`src/rtl/ucsbece154_lsu_pkg.sv`:
```
// Shared types and helpers for the dual-lane load/store unit.
// Holds size codes, the FSM state encoding, the captured-request bundle
// and the alignment helpers used by the top and the byte-lane datapath.
package ucsbece154_lsu_pkg;

    localparam logic [1:0] SIZE_B = 2'b00;
    localparam logic [1:0] SIZE_H = 2'b01;
    localparam logic [1:0] SIZE_W = 2'b10;

    typedef enum logic [1:0] {
        ST_IDLE,
        ST_ACCESS,
        ST_WRITE,
        ST_DONE
    } lsu_state_t;

    typedef struct packed {
        logic        valid;
        logic        we;
        logic [31:0] addr;
        logic [31:0] wdata;
        logic [1:0]  size;
        logic        uns;
    } lsu_req_t;

    // Size code 11 is handled as a word everywhere.
    function automatic logic is_misaligned(input logic [1:0] size,
                                           input logic [1:0] off);
        case (size)
            SIZE_B:  return 1'b0;
            SIZE_H:  return off[0];
            SIZE_W:  return |off;
            default: return |off;
        endcase
    endfunction

    // Drops the low offset bits that a given access size may not use.
    function automatic logic [1:0] align_off(input logic [1:0] size,
                                             input logic [1:0] off);
        case (size)
            SIZE_B:  return off;
            SIZE_H:  return {off[1], 1'b0};
            default: return 2'b00;
        endcase
    endfunction

endpackage

```
`src/rtl/ucsbece154_lsu_bytelane.sv`:
```
// Combinational byte-lane datapath: load extract/extend and store merge.
// Ports: size/uns/off select the field, word is the source memory word,
// wdata the right-justified store data; rdata is the extended load value,
// merged is word with the selected bytes replaced by wdata.
module ucsbece154_lsu_bytelane
    import ucsbece154_lsu_pkg::*;
(
    input  logic [1:0]  size,
    input  logic        uns,
    input  logic [1:0]  off,
    input  logic [31:0] word,
    input  logic [31:0] wdata,
    output logic [31:0] rdata,
    output logic [31:0] merged
);

    logic [4:0]  sh;
    logic [15:0] field;
    logic [31:0] mask;

    assign sh    = {off, 3'b000};
    assign field = 16'(word >> sh);

    always_comb begin
        rdata = word;
        mask  = 32'hFFFF_FFFF;
        case (size)
            SIZE_B: begin
                rdata = {{24{~uns & field[7]}}, field[7:0]};
                mask  = 32'h0000_00FF << sh;
            end
            SIZE_H: begin
                rdata = {{16{~uns & field[15]}}, field};
                mask  = 32'h0000_FFFF << sh;
            end
            default: ;
        endcase
    end

    assign merged = (word & ~mask) | ((wdata << sh) & mask);

endmodule

```
`src/rtl/ucsbece154_lsu.sv`:
```
// Dual-lane load/store unit driving both ports of the data memory.
// Ports: req_* two-lane request (lane 1 older) with req_ready_o accept;
// resp_* one-cycle completion per lane with load data and misalign flag;
// mem_* word-aligned address, write enable and data per memory port,
// mem_rd_i* combinational read data. Sub-word stores are read-modify-write.
module ucsbece154_lsu
    import ucsbece154_lsu_pkg::*;
#(
    parameter bit MISALIGN_CHECK = 1'b1
)(
    input  logic        clk,
    input  logic        reset,
    input  logic        req_valid_i1,
    input  logic        req_valid_i2,
    output logic        req_ready_o,
    input  logic        req_we_i1,
    input  logic        req_we_i2,
    input  logic [31:0] req_addr_i1,
    input  logic [31:0] req_addr_i2,
    input  logic [31:0] req_wdata_i1,
    input  logic [31:0] req_wdata_i2,
    input  logic [1:0]  req_size_i1,
    input  logic [1:0]  req_size_i2,
    input  logic        req_unsigned_i1,
    input  logic        req_unsigned_i2,
    output logic        resp_valid_o1,
    output logic        resp_valid_o2,
    output logic [31:0] resp_rdata_o1,
    output logic [31:0] resp_rdata_o2,
    output logic        misalign_o1,
    output logic        misalign_o2,
    output logic [31:0] mem_a_o1,
    output logic [31:0] mem_a_o2,
    output logic        mem_we_o1,
    output logic        mem_we_o2,
    output logic [31:0] mem_wd_o1,
    output logic [31:0] mem_wd_o2,
    input  logic [31:0] mem_rd_i1,
    input  logic [31:0] mem_rd_i2
);

    lsu_state_t  state, state_n;
    lsu_req_t    r1, r2;
    logic [31:0] old1, old2;
    logic [1:0]  off1, off2;
    logic        mis1, mis2, st1, st2;
    logic        same, fwd, both_st;
    logic [31:0] word2, ld1, ld2, mg1, mg2;

    always_ff @(posedge clk or posedge reset) begin
        if (reset) state <= ST_IDLE;
        else       state <= state_n;
    end

    always_ff @(posedge clk or posedge reset) begin
        if (reset) begin
            r1   <= '0;
            r2   <= '0;
            old1 <= '0;
            old2 <= '0;
        end else begin
            if (state == ST_IDLE && (req_valid_i1 || req_valid_i2)) begin
                r1 <= '{req_valid_i1, req_we_i1, req_addr_i1,
                        req_wdata_i1, req_size_i1, req_unsigned_i1};
                r2 <= '{req_valid_i2, req_we_i2, req_addr_i2,
                        req_wdata_i2, req_size_i2, req_unsigned_i2};
            end
            if (state == ST_ACCESS) begin
                old1 <= mem_rd_i1;
                old2 <= mem_rd_i2;
            end
        end
    end

    // With checking off the offset is coerced; with it on, a misaligned
    // lane is suppressed, so coercing is harmless either way.
    assign off1 = align_off(r1.size, r1.addr[1:0]);
    assign off2 = align_off(r2.size, r2.addr[1:0]);
    assign mis1 = MISALIGN_CHECK && r1.valid
                  && is_misaligned(r1.size, r1.addr[1:0]);
    assign mis2 = MISALIGN_CHECK && r2.valid
                  && is_misaligned(r2.size, r2.addr[1:0]);
    assign st1  = r1.valid && r1.we && !mis1;
    assign st2  = r2.valid && r2.we && !mis2;

    // Lane 2 sees lane 1's store when both touch the same word.
    assign same    = r1.valid && r2.valid && !mis1 && !mis2
                     && (r1.addr[31:2] == r2.addr[31:2]);
    assign fwd     = same && st1;
    assign both_st = fwd && st2;
    assign word2   = fwd ? mg1 : old2;

    ucsbece154_lsu_bytelane u_lane1 (
        .size  (r1.size),
        .uns   (r1.uns),
        .off   (off1),
        .word  (old1),
        .wdata (r1.wdata),
        .rdata (ld1),
        .merged(mg1)
    );

    ucsbece154_lsu_bytelane u_lane2 (
        .size  (r2.size),
        .uns   (r2.uns),
        .off   (off2),
        .word  (word2),
        .wdata (r2.wdata),
        .rdata (ld2),
        .merged(mg2)
    );

    always_comb begin
        state_n = state;
        case (state)
            ST_IDLE:   if (req_valid_i1 || req_valid_i2) state_n = ST_ACCESS;
            ST_ACCESS: state_n = (st1 || st2) ? ST_WRITE : ST_DONE;
            ST_WRITE:  state_n = ST_DONE;
            ST_DONE:   state_n = ST_IDLE;
            default:   state_n = ST_IDLE;
        endcase
    end

    always_comb begin
        req_ready_o   = 1'b0;
        resp_valid_o1 = 1'b0;
        resp_valid_o2 = 1'b0;
        resp_rdata_o1 = '0;
        resp_rdata_o2 = '0;
        misalign_o1   = 1'b0;
        misalign_o2   = 1'b0;
        mem_a_o1      = '0;
        mem_a_o2      = '0;
        mem_we_o1     = 1'b0;
        mem_we_o2     = 1'b0;
        mem_wd_o1     = '0;
        mem_wd_o2     = '0;
        if (state == ST_ACCESS || state == ST_WRITE) begin
            if (r1.valid) mem_a_o1 = {r1.addr[31:2], 2'b00};
            if (r2.valid) mem_a_o2 = {r2.addr[31:2], 2'b00};
        end
        case (state)
            ST_IDLE: req_ready_o = 1'b1;
            ST_WRITE: begin
                // Same-word store pair collapses onto port 1.
                if (both_st) begin
                    mem_we_o1 = 1'b1;
                    mem_wd_o1 = mg2;
                end else begin
                    mem_we_o1 = st1;
                    mem_wd_o1 = st1 ? mg1 : '0;
                    mem_we_o2 = st2;
                    mem_wd_o2 = st2 ? mg2 : '0;
                end
            end
            ST_DONE: begin
                resp_valid_o1 = r1.valid;
                resp_valid_o2 = r2.valid;
                misalign_o1   = mis1;
                misalign_o2   = mis2;
                if (r1.valid && !r1.we && !mis1) resp_rdata_o1 = ld1;
                if (r2.valid && !r2.we && !mis2) resp_rdata_o2 = ld2;
            end
            default: ;
        endcase
    end

endmodule

```
`config.mk`:
```
export PLATFORM = sky130hd
export DESIGN_NAME = ucsbece154_lsu
export DESIGN_NICKNAME = d
export VERILOG_FILES = /design/src/rtl/ucsbece154_lsu_pkg.sv /design/src/rtl/ucsbece154_lsu_bytelane.sv /design/src/rtl/ucsbece154_lsu.sv
export SDC_FILE = /design/constraint.sdc
export NUM_CORES = 1
export LEC_CHECK = 0
export ABC_AREA = 1
export CELL_PAD_IN_SITES_DETAIL_PLACEMENT = 1
export CELL_PAD_IN_SITES_GLOBAL_PLACEMENT = 1
export CORE_UTILIZATION = 30
export CTS_CLUSTER_SIZE = 24
export DETAILED_ROUTE_END_ITERATION = 6
export HOLD_SLACK_MARGIN = 0.12
export MAX_ROUTING_LAYER = met4
export PLACE_DENSITY = 0.81
export SYNTH_ARGS = -nofsm -noshare
export SYNTH_HDL_FRONTEND = slang
export SYNTH_SLANG_ARGS = --single-unit
```
`constraint.sdc`:
```
create_clock -name clk -period 9.05 [get_ports clk]
set_input_delay 1.81 -clock clk [delete_from_list [all_inputs] [get_ports clk]]
set_output_delay 1.81 -clock clk [all_outputs]
set_load 0.01 [all_outputs]
```
### Word level (Yosys, flattened, before mapping)

Index checks and enable logic that the tools add are counted.

* equality and inequality tests: 7
* shift operators: 8
* multiplexer cells: 35
* bitwise operators: 14
* reductions and logical operators: 29

Operators by type and width (number)
* 2-to-1 mux 32 bit: 15
* case mux 32 bit (2 select lines): 4
* AND 32 bit: 4
* inverter 32 bit: 2
* bitwise OR 32 bit: 2
* << shifter 16 x 5 -> 32 bit, first input constant: 2
* << shifter 32 x 5 -> 32 bit: 2
* << shifter 8 x 5 -> 32 bit, first input constant: 2
* right shift 32 x 5 -> 16 bit: 2
* == test 30 bit: 1
* logical AND 1 bit: 17
* 2-to-1 mux 1 bit: 10
* case mux 2 bit (2 select lines): 2
* case mux 2 bit (4 select lines): 1
* == test 2 x 1 -> 1 bit, second input constant: 3
* logical NOT 2 bit: 3
* AND 1 bit: 4
* == test 2 bit, second input constant: 2
* logical NOT 1 bit: 4
* case mux 1 bit (2 select lines): 2
* OR reduction 2 bit: 2
* logical OR 1 bit: 3
* 2-to-1 mux 2 bit: 1
* != test 2 x 1 -> 1 bit, second input constant: 1
* inverter 1 bit: 2

* register bits after elaboration: 204
* input port bits: 204
* output and inout port bits: 199
* word-level logic and storage cells: 108

### Logic depth before layout (Yosys ltp)

Gate-level depths: netlist of run 1.

* depth after elaboration: 14
* gate-level depth with buffers: 18
* depth with buffers taken out: 17

### Cells and area by module

A second synthesis of run 1 with hierarchy kept.

* cell total of the unflattened synthesis: 2197
* area total of the unflattened synthesis: 13910.8 um2

By module, submodules not included
* ucsbece154_lsu: times used 1, cells each 1473, area an instance 10732.8 um2, sequential area each 5104.9 um2
* ucsbece154_lsu_bytelane: times used 2, cells each 362, area an instance 1589.0 um2, sequential area each 0.0 um2

### Worst setup path before layout of run 1

OpenSTA, ideal clock, no wires.

* kind: register to output
* from: register r2[2] (netlist bit)
* to: output port resp_rdata_o2[3]
* arrival time: 2111 ps
* data required time: 7240 ps
* slack: 5129 ps
* cell stages (with the launch flop): 16
* buffers on the path: 2
* path through: dfrtp_1 buf_6 inv_4 nand2_1 nand3_2 nand2_1 inv_1 nand3_1 nor2_4 nand2_4 inv_2 buf_4 nand2_1 o21ai_1 nor2_1 nor4_1

* longest elaborated chain between the ends: 12
* elaborated cells on any way between the ends: 15
* those cells by class: eq/ne: 1; shift: 1; mux: 6; reduce/logical: 7

Ends and longest elaborated chain
* from (decl): line ucsbece154_lsu.sv:43 `lsu_req_t r1, r2;`
* from (signal assigned): line ucsbece154_lsu.sv:65 `r2 <= '{req_valid_i2, req_we_i2, req_addr_i2,`
* == test 2 x 1 -> 1 bit or logical NOT 2 bit (tied branches): line ucsbece154_lsu_pkg.sv:29, ucsbece154_lsu_pkg.sv:40, ucsbece154_lsu_bytelane.sv:27
* case mux 1 bit (2 select lines): line ucsbece154_lsu_pkg.sv:29 `case (size)`
* logical AND 1 bit: line ucsbece154_lsu.sv:82 `&& is_misaligned(r2.size, r2.addr[1:0]);`
* logical NOT 1 bit: line ucsbece154_lsu.sv:87, ucsbece154_lsu.sv:162
* logical AND 1 bit: line ucsbece154_lsu.sv:87 `assign same = r1.valid && r2.valid && !mis1 && !mis2`
* logical AND 1 bit: line ucsbece154_lsu.sv:88 `&& (r1.addr[31:2] == r2.addr[31:2]);`
* logical AND 1 bit: line ucsbece154_lsu.sv:89 `assign fwd = same && st1;`
* 2-to-1 mux 32 bit: line ucsbece154_lsu.sv:91 `assign word2 = fwd ? mg1 : old2;`
* right shift 32 x 5 -> 16 bit: line ucsbece154_lsu_bytelane.sv:22 `assign field = 16'(word >> sh);`
* case mux 32 bit (2 select lines): line ucsbece154_lsu_bytelane.sv:27 `case (size)`
* 2-to-1 mux 32 bit *: line ucsbece154_lsu.sv:162 `if (r2.valid && !r2.we && !mis2) resp_rdata_o2 = ld2;`
* 2-to-1 mux 32 bit *: line ucsbece154_lsu.sv:142 `case (state)`
* to (decl): line ucsbece154_lsu.sv:29 `output logic [31:0] resp_rdata_o2,`

Mark *: on every way between the ends. The rest lies on a longest branch, timed or not.

### Worst setup path in the final report of run 1

* from: register r1[2] (netlist bit)
* to: output port mem_wd_o1[15]

* longest elaborated chain between the ends: 13
* elaborated cells on any way between the ends: 26
* those cells by class: eq/ne: 1; shift: 3; mux: 7; bitwise: 6; reduce/logical: 9

Ends and longest elaborated chain
* from (decl): line ucsbece154_lsu.sv:43
* from (signal assigned): line ucsbece154_lsu.sv:63 `r1 <= '{req_valid_i1, req_we_i1, req_addr_i1,`
* branches (longest 11 deep; another with << shifter 16 x 5 -> 32 bit)
* 2-to-1 mux 32 bit *: line ucsbece154_lsu.sv:146 `if (both_st) begin`
* 2-to-1 mux 32 bit *: line ucsbece154_lsu.sv:142
* to (decl): line ucsbece154_lsu.sv:36 `output logic [31:0] mem_wd_o1,`

Mark *: on every way between the ends.

==> results of run 1 <==
-- synth_stat cells (8+ instances only) --
cell      number  area (um2)
o21ai_0      293        1470
mux2_2        12         135
a22oi_1       13        97.6
nor2_4        14         158
nand2_1      591        2220
a31oi_1        8        50.1
xnor2_1        8        70.1
o211ai_1      19         143
dfrtp_1      204        5100
nand4_1        9        56.3
a21oi_1       59         295
buf_2         18        90.1
nand3_1       33         165
o21ai_1       24         120
nor3_1         9        45.0
clkbuf_1      75         282
nor2_1       191         717
inv_1        252         946
-- flip-flops by register name, summed over array words and instances (netlist names) --
signal,flops
r2,69
old1,32
old2,32
state,2
r1,69
-- layer usage --
metal  track usage (%)  vias up  wire length (um)
met5                 -        -                 0
met4              10.7        0              2440
met1              35.9     7123             26600
li1                  -     6754                 -
met3              5.40      102              4270
met2              47.9      553             29700
-- tightest hold or removal path, cell delays in order (launching register included) --
cell,delay [ns]
dfrtp_1,0.34
nand2_1,0.06
nand2_1,0.06
-- cells by family (layout without fill, tap and decap cells) --
family                     count (synthesis)  count (layout)  synth area share [%]
other                                      1               7                0.0290
AOI/OAI and AO/OA                        460             460                  19.7
muxes                                     12              12                  1.05
xor gates and xnor gates                   8               8                 0.542
DFF                                      204             204                  39.5
adders and majority gates                  4               4                 0.387
and+or+nand+nor                          871             871                  27.5
buffers and inverters                    369             719                  11.3
-- through the flow --
| stage | setup WS (ns) | cells |
|---|---|---|
| finish | 1.83 | 2824 |
| global route | 1.43 | 2824 |
| CTS | 1.74 | 2821 |
| detailed placement | 2.33 | 2774 |
| global placement | 2.51 | 2774 |
| floorplan | 1.67 | 1932 |
-- worst paths after layout --
kind | depth (start not counted) | end | slack, ns
max reg2reg | 7 | r1[7] | 6.02
max | 11 | mem_wd_o1[15] | 1.83
min reg2reg | 2 | r2[28] | 0.49
min | 2 | r2[28] | 0.49
min in group asynchronous | 2 | r2[45] | 1.75
max in group asynchronous | 3 | old2[5] | 6.00
-- layout make-up --
| cell class | count | area share, % |
|---|---|---|
| inverter | 261 | 5.48 |
| timing repair buffer | 411 | 22.5 |
| clock inverter | 12 | 0.938 |
| clock buffer | 35 | 4.06 |
| multi-input combinational | 1359 | 35.1 |
| tap | 539 | 3.72 |
| sequential | 204 | 28.1 |
| antenna | 3 | 0.0414 |
-- report_power, final --
part	internal (mW)	switching [mW]	leakage [nW]
clock	0.684	0.428	0.446
sequential	1.37	0.331	2.51
combinational	1.19	2.66	5.41
-- cell usage in the layout, fill, tap and decap left out, types with 8 or more instances in the layout --
master             n
a21oi_1           59
a22oi_1           13
a31oi_1            8
buf_4             13
clkbuf_16         27
clkdlybuf4s50_1  398
dfrtp_1          204
inv_1            250
mux2_2            12
nand2_1          591
nand3_1           33
nand4_1            9
nor2_1           190
nor2_4            14
nor3_1             9
o211ai_1          19
o21ai_0          293
o21ai_1           24
xnor2_1            8
==> flow_summary.toml, run 1 <==
[synthesis]
synth-edff-count = 0
synth_seq_cells = 204
yosysWarnings = 0
ys.flop_type = "dfrtp_1"
yosysSeqAreaShare_pct = 39.5
avgSynthCellArea_um2 = 6.70
synthCells = 1929
synth_area_mm2 = 0.0129
synthArstFlopShare_pct = 100
ys_types = 50

[timing]
fin_crit_sh_pct = 79.8
report.final.slew_viol_count = 0
whs_ns = 0.489
clock_skew_ns = 0.0161
relSlewSlack_pct = 18.9
tightest_slew_ns = 1.21
max_freq_ghz = 0.138
setup_violations = 0
fin_setup_tns_ns = 0
finalHoldViolations = 0
min_period_ns = 7.22
rsz0062_at_grt = "false"

[worst_setup_path]
crit_path_start_kind = "register"
path_cells = "nor2_4 > o21ai_2 > nor2_2 > nand2_1 > nor3_2 > nand3_2 > nor2_4 > nand2_1 > a32o_1 > inv_1 > clkdlybuf4s50_1"
reg2reg_from = "state[1]"
worst_ep_required_time_ns = 7.24
criticalPathCategory = "register to output port"
crit_family = "simple AND/OR/NAND/NOR gates"
critPathMaxStageDelay_ns = 0.79
critical_path_arrival_ns = 5.41
slowest_stage = "nand2_1"
crit_start = "r1[2]"
worstPathMaxFanout = 36
crit_buf_inv = 2
critPathCaptureType = "output port"

[layout]
finish.utilization_pct = 43.0
fin_nets = 2471
drive_gt1_share_pct = 5.00
multi_input_area_mm2 = 0.00637
final_cell_area_mm2 = 0.0181
nFillCells = 5311
area_delta_synth_final_pct = 40.4
seqCellArea_mm2 = 0.00510

[detailed_routing]
drtPass1Iterations = 7
drtIter0Drc = 982
drc = 0
drt-wirelength-per-cell_um = 22.3
ant_nets = 0
vias = 14500
viasPerCell = 5.15
wl_um = 63000

[global_routing]
grt-ovfl-total = 0
antenna_found_initial = 3
grt_max_degree = 124
track_usage_pct = 29.2
grt_pass1_wl_um = 94400
grt_pass1_vias = 15200

[pwr]
pwr_density_cell_mw_per_mm2 = 367
peakVddDrop_mv = 0.156
leakage_nw = 8.36
p_total_mw = 6.65

[clock_network]
cts.sinks = 204
htree_num_levels = 1
clk_latency_ns = 0.56
cts_root_buf = "clkbuf_16"
post_cts_buffers = 0
cts_buffers = 26
ctsResizeCount = 0
clkSlewWorstSetupHoldPaths_ns = 0.06
cts_buffer_depth = 3
hold_buffers = 0
cts_tree = "done"

[placed_design]
dpl.hpwl_um = 49300
numPortBuffers = 398
place_congestion = 0.963
post_dp_cell_area_mm2 = 0.0172

[floorplanning]
num_rows = 75
io_pins = 403
dieArea_mm2 = 0.0439
core_area_mm2 = 0.0422
die_h_um = 210
start_util_pct = 30.6
die_x_um = 210

[min_path]
min_from = "r2[28]"
min_path_type = "register to register"

[run]
drv_cap = 0

[outcome]
status = "completed"
No activity file was read; power rests on OpenSTA's default activity.
==> inputs of run 2 (changes only) <==
--- a/config.mk
+++ b/config.mk
@@ -13,7 +13,7 @@
 export DETAILED_ROUTE_END_ITERATION = 6
 export HOLD_SLACK_MARGIN = 0.12
 export MAX_ROUTING_LAYER = met4
-export PLACE_DENSITY = 0.81
+export PLACE_DENSITY = 0.84
 export SYNTH_ARGS = -nofsm -noshare
 export SYNTH_HDL_FRONTEND = slang
 export SYNTH_SLANG_ARGS = --single-unit
==> constraint.sdc (replaced) <==
create_clock -name clk -period 6 [get_ports clk]
set_input_delay 1.2 -clock clk [delete_from_list [all_inputs] [get_ports clk]]
set_output_delay 1.2 -clock clk [all_outputs]
set_load 0.01 [all_outputs]
==> flow_summary.toml, run 2 (same netlist as run 1, synthesis figures left out) <==
[detailed_routing]
ant_nets = 0
viasPerCell = 5.13
drtIter0Drc = 937
wl_um = 62300
drc = 1
vias = 14500
drtPass1Iterations = 7
drt-wirelength-per-cell_um = 22.0

[timing]
report.final.slew_viol_count = 0
min_period_ns = 5.69
setup_violations = 0
relSlewSlack_pct = 15.2
max_freq_ghz = 0.176
clock_skew_ns = 0.00762
rsz0062_at_grt = "false"
finalHoldViolations = 0
fin_crit_sh_pct = 94.8
tightest_slew_ns = 1.27
fin_setup_tns_ns = 0
fin_ws_ns = 0.315
whs_ns = 0.487

[global_routing]
antenna_found_initial = 3
track_usage_pct = 28.8
grt-ovfl-total = 0
grt_pass1_vias = 15000
grt_pass1_wl_um = 93300
grt_max_degree = 147

[placed_design]
dpl.hpwl_um = 48900
place_congestion = 0.979
place_ws_ns = 0.481
numPortBuffers = 398

[worst_setup_path]
worstPathMaxFanout = 20
crit_buf_inv = 4
worst_ep_required_time_ns = 4.80
critPathCaptureType = "output port"
path_cells = "inv_2 > nor2_2 > inv_1 > nor2_2 > inv_2 > nand2_2 > nor2_1 > a31oi_1 > nand2_1 > o21ai_0 > nand2_1 > nand2_1 > o21ai_0 > a21oi_1 > clkdlybuf4s50_1"
slowest_stage = "nor2_2"
critPathMaxStageDelay_ns = 0.67
criticalPathCategory = "register to output port"
regToRegSetupSlack_ns = 3.54
crit_path_start_kind = "register"
cpMostUsedCell = "nand2_1"
critical_path_arrival_ns = 4.49
crit_family = "simple AND/OR/NAND/NOR gates"

[run]
drv_cap = 0

[pwr]
leakage_nw = 8.41
pwr_density_cell_mw_per_mm2 = 549
p_clk_share_pct = 16.7
seqPwrFrac_pct = 25.5
switching_share_pct = 51.0
peakVddDrop_mv = 0.225
p_sw_mw = 5.11
p_int_mw = 4.91
p_comb_share_pct = 57.8

[layout]
fin_nets = 2482
drive_gt1_share_pct = 5.67
final_common_cell = "nand2_1"
area_delta_synth_final_pct = 41.3
top_regs = "r1: 69 flops, r2: 69 flops"
multi_input_area_mm2 = 0.00638
finish.utilization_pct = 43.2
nFillCells = 5237
seqCellArea_mm2 = 0.00510
mostFrequentLayoutCells = "nand2_1 (591), clkdlybuf4s50_1 (398), o21ai_0 (293), inv_1 (250), dfrtp_1 (204)"

[outcome]
violations = "DRC"
status = "finished with violations"

[clock_network]
cts.sinks = 204
htree_num_levels = 1
cts_tree = "done"
clkSlewWorstSetupHoldPaths_ns = 0.06
post_cts_buffers = 0
cts_buffers = 26
ctsResizeCount = 1
clk_latency_ns = 0.55
cts_root_buf = "clkbuf_16"
cts_buffer_depth = 3
hold_buffers = 0

[floorplanning]
core_area_mm2 = 0.0422
dieArea_mm2 = 0.0439
start_util_pct = 30.6
die_x_um = 210
die_h_um = 210
num_rows = 75
io_pins = 403

[min_path]
min_path_type = "register to register"
==> run 2: worst register-to-register path, cell delays in order, from the launching register on <==
cell	delay [ns]
dfrtp_1	0.45
inv_1	0.13
ha_1	0.24
nand2_1	0.16
inv_6	0.71
buf_12	0.39
nand2_1	0.19
o21ai_0	0.11
==> run 2: through the flow <==
step                      cells  area (um2)  total power [mW]
after global placement     2785       17300              8.15
after floorplan            1932       12900              5.83
after CTS                  2831       18200              10.0
final                      2834       18300              10.0
after detailed placement   2785       17300              8.29
after global routing       2834       18300              10.7
==> run 2: layer usage <==
| layer | global-route usage (%) | vias to the layer above | wire length [um] |
|---|---|---|---|
| met1 | 35.1 | 7075 | 25800 |
| met5 | - | - | 0 |
| met4 | 10.0 | 0 | 2380 |
| li1 | - | 6791 | - |
| met2 | 48.0 | 549 | 30000 |
| met3 | 5.01 | 112 | 4170 |
==> run 2: area by class of cell <==
type	count	share of cell area, %
Clock buffer	33	3.93
Inverter	261	5.44
Sequential cell	204	28.0
Antenna cell	3	0.0411
Tap cell	539	3.70
Multi-Input combinational cell	1359	35.0
Timing Repair Buffer	422	23.0
Clock inverter	13	1.01
==> run 2: worst paths after layout <==
path                       startpoint                to  depth (start not counted)
max                            r1[36]  resp_rdata_o2[8]                         15
min                            r1[33]            r1[33]                          2
max reg2reg                  state[0]            r1[59]                          7
min reg2reg                    r1[33]            r1[33]                          2
max in group asynchronous       reset             r2[4]                          3
min in group asynchronous       reset            r2[45]                          2
==> run 2: power by group through the flow <==
stage / registers [mW] / logic [mW] / clock network, mW
floorplan: 2.36 / 3.47 / 0
global placement: 2.53 / 5.62 / 0
detailed placement: 2.57 / 5.72 / 0
CTS: 2.55 / 5.78 / 1.70
global route: 2.63 / 6.34 / 1.75
finish: 2.55 / 5.80 / 1.67
==> inputs of run 3 (changes only) <==
--- a/config.mk
+++ b/config.mk
@@ -6,11 +6,13 @@
 export NUM_CORES = 1
 export LEC_CHECK = 0
 export ABC_AREA = 1
+export CAP_MARGIN = 40
 export CELL_PAD_IN_SITES_DETAIL_PLACEMENT = 1
 export CELL_PAD_IN_SITES_GLOBAL_PLACEMENT = 1
 export CORE_UTILIZATION = 30
 export CTS_CLUSTER_SIZE = 24
 export DETAILED_ROUTE_END_ITERATION = 6
+export GPL_ROUTABILITY_DRIVEN = 0
 export HOLD_SLACK_MARGIN = 0.12
 export MAX_ROUTING_LAYER = met4
 export PLACE_DENSITY = 0.84
==> flow_summary.toml, run 3 (same netlist as run 1, synthesis figures left out) <==
[worst_setup_path]
crit_buf_inv = 5
worst_ep_required_time_ns = 4.80
critPathCaptureType = "output port"
path_cells = "inv_4 > nand2_1 > nor2_1 > buf_4 > nor2_1 > buf_4 > clkinv_1 > o21ai_0 > o22ai_1 > a22oi_1 > clkdlybuf4s50_1"
critPathMaxStageDelay_ns = 0.66
cp.depth = 11
slowest_stage = "clkinv_1"
crit_family = "buffers and inverters"
crit_start = "r2[2]"
reg2reg_depth = 7
critical_path_arrival_ns = 4.43
criticalPathCategory = "register to output port"
reg2reg_from = "state[0]"
worstPathMaxFanout = 27
crit_path_start_kind = "register"

[placed_design]
place_ws_ns = 1.08
dp_cells = 2788
dpl.hpwl_um = 48000
numPortBuffers = 398

[detailed_routing]
drc = 0
vias = 15000
drtIter0Drc = 1298
drt-wirelength-per-cell_um = 21.7
drtPass1Iterations = 6
ant_nets = 0
wl_met3_um = 4920
routed.top_layer = "met4"
viasPerCell = 5.27
dr_wl_met2_um = 28900
wl_um = 61600
wl_met1_um = 24100

[clock_network]
htree_num_levels = 1
cts_buffers = 25
cts_root_buf = "clkbuf_16"
clkSlewWorstSetupHoldPaths_ns = 0.07
hold_buffers = 0
cts_tree = "done"
ctsResizeCount = 0
clk_latency_ns = 0.54
cts_buffer_depth = 3
post_cts_buffers = 0
cts.sinks = 204

[layout]
drive_gt1_share_pct = 5.66
area_delta_synth_final_pct = 41.1
fin_nets = 2485
finish.utilization_pct = 43.2
mostFrequentLayoutCells = "nand2_1 (591), clkdlybuf4s50_1 (398), o21ai_0 (293), inv_1 (250), dfrtp_1 (204)"
top_regs = "r1: 69 flops, r2: 69 flops"
layout.cells.non_filler = 2839
final_common_cell = "nand2_1"

[global_routing]
grt_pass1_vias = 15600
grt-ovfl-total = 0
antenna_found_initial = 4
grt_pass1_wl_um = 93000
grt_max_degree = 143
track_usage_pct = 28.5

[pwr]
leakage_nw = 8.40
p_clk_share_pct = 15.9
p_total_mw = 10.0
seqPwrFrac_pct = 25.8
peakVddDrop_mv = 0.307
pwr_density_cell_mw_per_mm2 = 548
p_comb_share_pct = 58.3
p_sw_mw = 5.15
switching_share_pct = 51.5
p_int_mw = 4.85

[timing]
tightest_slew_ns = 0.928
finalHoldViolations = 0
rsz0062_at_grt = "false"
setup_violations = 0
fin_ws_ns = 0.372
relSlewSlack_pct = 37.9
clock_skew_ns = 0.00994
fin_crit_sh_pct = 93.8
max_freq_ghz = 0.178
report.final.slew_viol_count = 0
min_period_ns = 5.63
fin_setup_tns_ns = 0

[min_path]
min_from = "r2[27]"
min_path_type = "register to register"
hold_depth = 2

[run]
drv_cap = 0

[floorplanning]
start_util_pct = 30.6
io_pins = 403
die_h_um = 210
num_rows = 75
die_x_um = 210
core_area_mm2 = 0.0422
dieArea_mm2 = 0.0439

[outcome]
status = "completed"
[run 3: cell types whose count changed in the layout (fill, tap and decap cells not counted), sizes merged]
| cell | previous run | this run |
|---|---|---|
| bufinv | 4 | 3 |
| inv | 260 | 261 |
| diode | 3 | 4 |
| clkinvlp | 3 | 6 |
| clkbuf | 33 | 32 |
| clkinv | 7 | 5 |
| buf | 24 | 28 |
[run 3: layout make-up]
type | count | area, um2
fill | 5255 | 24000
clock buffer | 32 | 692
inverter | 261 | 991
tap | 539 | 674
antenna | 4 | 10.0
sequential | 204 | 5100
timing repair buffer | 426 | 4220
clock inverter | 14 | 169
multi-input combinational | 1359 | 6370
[run 3: worst paths after layout]
check / slack [ns] / end
setup / recovery: 0.37 / mem_wd_o1[27]
setup reg to reg: 3.29 / r1[14]
min in group asynchronous: 1.23 / r2[45]
hold reg to reg: 0.49 / r2[27]
hold / removal: 0.49 / r2[27]
max in group asynchronous: 4.11 / r1[57]
[run 3: metrics by stage]
step	instance area (um2)	hold slack, ns
after detailed placement	17400	0.476
after global placement	17300	0.465
final	18200	0.490
after global routing	18200	0.528
after floorplan	12900	0.444
after CTS	18200	0.492
[run 3: power by group through the flow]
stage / logic, mW / registers [mW] / clock network, mW
floorplan: 3.47 / 2.36 / 0
global placement: 5.53 / 2.53 / 0
detailed placement: 5.68 / 2.57 / 0
CTS: 5.74 / 2.55 / 1.62
global route: 6.32 / 2.63 / 1.67
finish: 5.83 / 2.58 / 1.59
[run 3: layer usage]
metal / vias to the layer above / track usage (%)
met5: - / -
met4: 0 / 15.1
met3: 183 / 5.37
met2: 774 / 46.6
met1: 7203 / 33.2
li1: 6796 / -
[run 3: worst reg2reg max path, delay by kind of cell, from the launching register on]
family | cells | cell delay, ns
buf+inv | 3 | 1.42
fa+ha+maj | 1 | 0.23
simple gates | 3 | 0.54
flops | 1 | 0.46
